$ cat config.mk
export PLATFORM = sky130hd
export DESIGN_NAME = logic_op_pipe
export DESIGN_NICKNAME = d
export VERILOG_FILES = /design/src/rtl/logic_op_pipe.sv
export SDC_FILE = /design/constraint.sdc
export NUM_CORES = 1
export LEC_CHECK = 0
export CAP_MARGIN = 20
export CORE_AREA = 2 2 56 58
export CTS_BUF_LIST = sky130_fd_sc_hd__clkbuf_2 sky130_fd_sc_hd__clkbuf_4 sky130_fd_sc_hd__clkbuf_8
export DETAILED_ROUTE_END_ITERATION = 16
export DIE_AREA = 0 0 58 60
export GPL_ROUTABILITY_DRIVEN = 0
export GPL_TIMING_DRIVEN = 1
export MAX_ROUTING_LAYER = met4
export PLACE_DENSITY = 0.82
export REMOVE_ABC_BUFFERS = 1
export SLEW_MARGIN = 20
export SYNTH_ARGS = -nofsm -noshare
export SYNTH_HDL_FRONTEND = slang
export SYNTH_SLANG_ARGS = --single-unit
$ cat constraint.sdc
create_clock -name clk -period 2.55 [get_ports clk]
set_input_delay 0.51 -clock clk [delete_from_list [all_inputs] [get_ports clk]]
set_output_delay 0.51 -clock clk [all_outputs]
set_load 0.02 [all_outputs]
$ cat src/rtl/logic_op_pipe.sv
// rtl/logic_op_pipe.sv - per-channel bitwise op pipe with XOR-accumulate, sticky error, output FIFO
module logic_op_pipe #(
    parameter int W     = 1,
    parameter int CH    = 1,
    parameter int DEPTH = 2,
    parameter int CNT_W = 16
) (
    input  logic               clk,
    input  logic               rst,
    input  logic               pi_valid,
    output logic               po_ready,
    input  logic [2:0]         pi_op,
    input  logic [CH*W-1:0]    pi_a,
    input  logic [CH*W-1:0]    pi_b,
    output logic               po_valid,
    input  logic               pi_ready,
    output logic [CH*W-1:0]    po_c,
    output logic               po_err,
    output logic [CNT_W-1:0]   po_cnt,
    input  logic               pi_clr
);
    localparam int N  = CH * W;
    localparam int AW = (DEPTH > 1) ? $clog2(DEPTH) : 1;
    localparam logic [AW:0]      OCC_FULL = (AW + 1)'(DEPTH);
    localparam logic [AW:0]      OCC_ONE  = (AW + 1)'(1);
    localparam logic [CNT_W-1:0] CNT_MAX  = {CNT_W{1'b1}};

    logic [N-1:0]     r_mem [DEPTH];
    logic [AW-1:0]    r_wr;
    logic [AW-1:0]    r_rd;
    logic [AW:0]      r_occ;
    logic [N-1:0]     r_c;
    logic [N-1:0]     r_acc;
    logic             r_err;
    logic [CNT_W-1:0] r_cnt;

    logic             w_full;
    logic             w_push;
    logic             w_pop;
    logic [AW-1:0]    w_rd_nx;
    logic [N-1:0]     w_acc_eff;
    logic [N-1:0]     w_res;

    assign w_full   = (r_occ == OCC_FULL);
    assign po_ready = !w_full;
    assign po_valid = (r_occ != '0);
    assign w_push   = pi_valid && !w_full;
    assign w_pop    = po_valid && pi_ready;
    assign w_rd_nx  = r_rd + 1'b1;
    assign po_c     = r_c;
    assign po_err   = r_err;
    assign po_cnt   = r_cnt;

    // A clear in the same cycle makes an accumulate see a zeroed accumulator.
    assign w_acc_eff = pi_clr ? '0 : r_acc;

    always_comb begin
        w_res = '0;
        case (pi_op)
            3'd0:    w_res = pi_a & pi_b;
            3'd1:    w_res = pi_a | pi_b;
            3'd2:    w_res = pi_a ^ pi_b;
            3'd3:    w_res = ~(pi_a ^ pi_b);
            3'd4:    w_res = ~(pi_a & pi_b);
            3'd5:    w_res = ~(pi_a | pi_b);
            3'd6:    w_res = w_acc_eff ^ pi_a ^ pi_b;
            default: w_res = '0;
        endcase
    end

    always_ff @(posedge clk or posedge rst) begin
        if (rst) begin
            for (int i = 0; i < DEPTH; i++) r_mem[i] <= '0;
            r_wr  <= '0;
            r_rd  <= '0;
            r_occ <= '0;
            r_c   <= '0;
        end else begin
            if (w_push) begin
                r_mem[r_wr] <= w_res;
                r_wr        <= r_wr + 1'b1;
            end
            if (w_pop) r_rd <= w_rd_nx;
            case ({w_push, w_pop})
                2'b10:   r_occ <= r_occ + 1'b1;
                2'b01:   r_occ <= r_occ - 1'b1;
                default: r_occ <= r_occ;
            endcase
            // r_c mirrors the FIFO head and holds its last value once drained.
            if (w_pop) begin
                if (r_occ > OCC_ONE) r_c <= r_mem[w_rd_nx];
                else if (w_push)     r_c <= w_res;
            end else if (!po_valid && w_push) begin
                r_c <= w_res;
            end
        end
    end

    always_ff @(posedge clk or posedge rst) begin
        if (rst) begin
            r_acc <= '0;
            r_err <= 1'b0;
            r_cnt <= '0;
        end else if (pi_clr) begin
            r_acc <= '0;
            r_err <= 1'b0;
            r_cnt <= '0;
        end else if (w_push) begin
            if (pi_op == 3'd6) r_acc <= w_res;
            if (pi_op == 3'd7) r_err <= 1'b1;
            if (r_cnt != CNT_MAX) r_cnt <= r_cnt + 1'b1;
        end
    end
endmodule

==> reports/qor.yml <==
switching_power_mw: 0.403
fin_crit_ps: 2200
p_seq_share_pct: 45.3
crit_path_end_kind: "output port"
rows: 20
grt.total_usage_pct: 21.1
hold_violations: 0
holdCritPathClass: "flop to flop"
worst_ep_required_time_ps: 2040
portBuffers: 29
critPathMaxFanout: 3
synth-edff-count: 0
synth_ff_type: "dfrtp_1"
arrival_ps: 1690
start_util_pct: 52.4
grt_overflow: 0
post_cts_resize_count: 0
skew_ps: 2.62
maxCapViolCount: 0
ys_ff_latch: 25
cts.htree.levels: 1
vias: 1242
diodes: 0
cts_hold_buf: 0
fmax_ghz: 0.454
tightest_slew_ps: 540
grt_max_degree: 26
grt_pass1_vias: 1245
cts_tree: "built"
avgSynthCellArea_um2: 9.51
yosysUniqueCellTypes: 40
routedWlPerCell_um: 13.8
timing.final.crit_share_pct: 86.4
nets: 209
status: "complete, no violations"
drt-total-wl_mm: 3.10
start_kind: "flop"
ant_nets: 0
post-dp-hpwl_mm: 2.36
core_region_area_um2: 2900
die_x_um: 58
drive_above_1_share_pct: 11.5
drv_slew: 0
clock_latency_ps: 320
numCtsBuffers: 3
rsz0062_at_grt: "false"
fin_tns_setup_ps: 0
leakagePower_nw: 0.772
final-setup-viol-count: 0
drtIter0Drc: 37
regToRegSetupSlack_ps: 530
swShare_pct: 35.2
cts_sinks: 25
cts_root_buf: "clkbuf_4"
dieArea_um2: 3480
io_pins: 30
clkSlewWorstSetupHoldPaths_ps: 130
dr.pass1.iters: 5
vias_per_cell: 5.54
relSlewSlack_pct: 63.9
netlist_instances: 160
ys_warn_count: 0
syn_area_um2: 1520
grt_pass1_wl_mm: 5.38
cts_buffer_depth: 2
postLayoutCoreUtil_pct: 64.8
drc: 0
antenna_found_initial: 0
pwr_density_cell_nw_per_um2: 609
synthToLayoutAreaGrowth_pct: 23.7
peakVddDrop_mv: 0.623
p_comb_share_pct: 38.0
die_h_um: 60
crit_type: "flop to output port"
clockPowerShare_pct: 16.7
ys_seq_area_share_pct: 41.1
async_reset_ff_share_pct: 100
power.internal_mw: 0.743
post_cts_buffers: 0
[layout by cell type (no fill, tap or decap), types with 2 or more instances in the layout]
master	instances
clkdlybuf4s50_1	29
dfrtp_1	25
nor2_1	19
xnor2_1	15
inv_1	13
a21oi_1	11
nand2_1	8
a211oi_1	7
ha_1	7
o21ai_0	6
nor3_1	4
nand3_1	4
clkbuf_4	4
buf_4	4
nor2b_1	3
nand4_1	3
and2_2	3
nand2b_1	2
xor2_1	2
or3_1	2
[power by group through the flow]
| stage | Sequential [mW] | Clock, mW | Combinational, mW |
|---|---|---|---|
| after detailed placement | 0.528 | 0 | 0.438 |
| after CTS | 0.520 | 0.199 | 0.442 |
| after global routing | 0.529 | 0.215 | 0.489 |
| after floorplan | 0.536 | 0 | 0.277 |
| after global placement | 0.524 | 0 | 0.416 |
| final | 0.520 | 0.192 | 0.435 |
[path summary, 6_finish.rpt]
path                            startpoint  depth (start not counted)         end
worst max-delay path              r_occ[0]                          4    po_valid
worst min-delay path              r_occ[0]                          1    r_occ[0]
worst max register to register    r_occ[0]                          8        po_c
worst min register to register    r_occ[0]                          1    r_occ[0]
max in group asynchronous              rst                          3  po_cnt[14]
min in group asynchronous              rst                          3   po_cnt[9]
[synthesized netlist by cell type (2+ instances only)]
| cell type | instances | area share [%] |
|---|---|---|
| nand3_1 | 4 | 1.3 |
| xnor2_1 | 15 | 8.6 |
| xor2_1 | 2 | 1.2 |
| nor3_1 | 4 | 1.3 |
| nor2b_1 | 3 | 1.2 |
| inv_1 | 13 | 3.2 |
| clkbuf_1 | 4 | 0.99 |
| nand2b_1 | 2 | 0.82 |
| nand2_1 | 8 | 2.0 |
| a211oi_1 | 7 | 3.5 |
| a21oi_1 | 11 | 3.6 |
| nor2_1 | 19 | 4.7 |
| ha_1 | 7 | 5.8 |
| nand4_1 | 3 | 1.2 |
| or3_1 | 2 | 0.82 |
| and2_2 | 3 | 1.5 |
| dfrtp_1 | 25 | 41 |
| o21ai_0 | 6 | 2.0 |
[metal layers]
| layer | vias up | global-route usage, % | share of wire (%) |
|---|---|---|---|
| met3 | 4 | 1.95 | 2.3 |
| met1 | 592 | 25.2 | 44 |
| met5 | - | - | 0 |
| li1 | 620 | - | - |
| met2 | 26 | 34.4 | 51 |
| met4 | 0 | 13.0 | 2.4 |
[state kept, by name, indices dropped and copies added (netlist names)]
register  cells
po_cnt       16
r_mem         2
r_occ         2
po_c          1
po_err        1
r_acc         1
r_rd          1
r_wr          1
[area by class of cell]
type	count	area (µm²)
fillers	260	1020
multi-input cells	116	816
flip-flops and latches	25	626
repair buffers	33	320
inverters	13	48.8
well taps	33	41.3
clock buffers	4	30.0
[kinds of logic (layout without fill, tap and decap cells)]
logic type               Yosys count  count (layout)  synth area share [%]
flip-flops                        25              25                  41.1
buffers and inverters             19              50                  5.26
XOR/XNOR                          17              17                  9.79
adder cells (fa/ha/maj)            7               7                  5.76
AO/OA/AOI/OAI                     33              33                  14.6
multiplexers                       1               1                 0.658
AND/OR/NAND/NOR                   58              58                  22.8
[critical path, cell delays in order, from the launching register on]
cell and delay, ps:
dfrtp_1 410, inv_1 80, ha_1 230, inv_1 60
clkdlybuf4s50_1 590
[per-stage QoR]
| stage | area (µm²) | hold slack [ps] | power [mW] | std cells | setup WS, ps |
|---|---|---|---|---|---|
| 3_3_place_gp | 1850 | 481 | 0.940 | 220 | 253 |
| 3_5_place_dp | 1850 | 486 | 0.965 | 220 | 196 |
| 4_1_cts | 1880 | 511 | 1.16 | 224 | 327 |
| 6_report | 1880 | 506 | 1.15 | 224 | 347 |
| 5_1_grt | 1880 | 522 | 1.23 | 224 | 262 |
| 2_1_floorplan | 1490 | 463 | 0.812 | 154 | 704 |
Power figures use the tool's default switching activity.
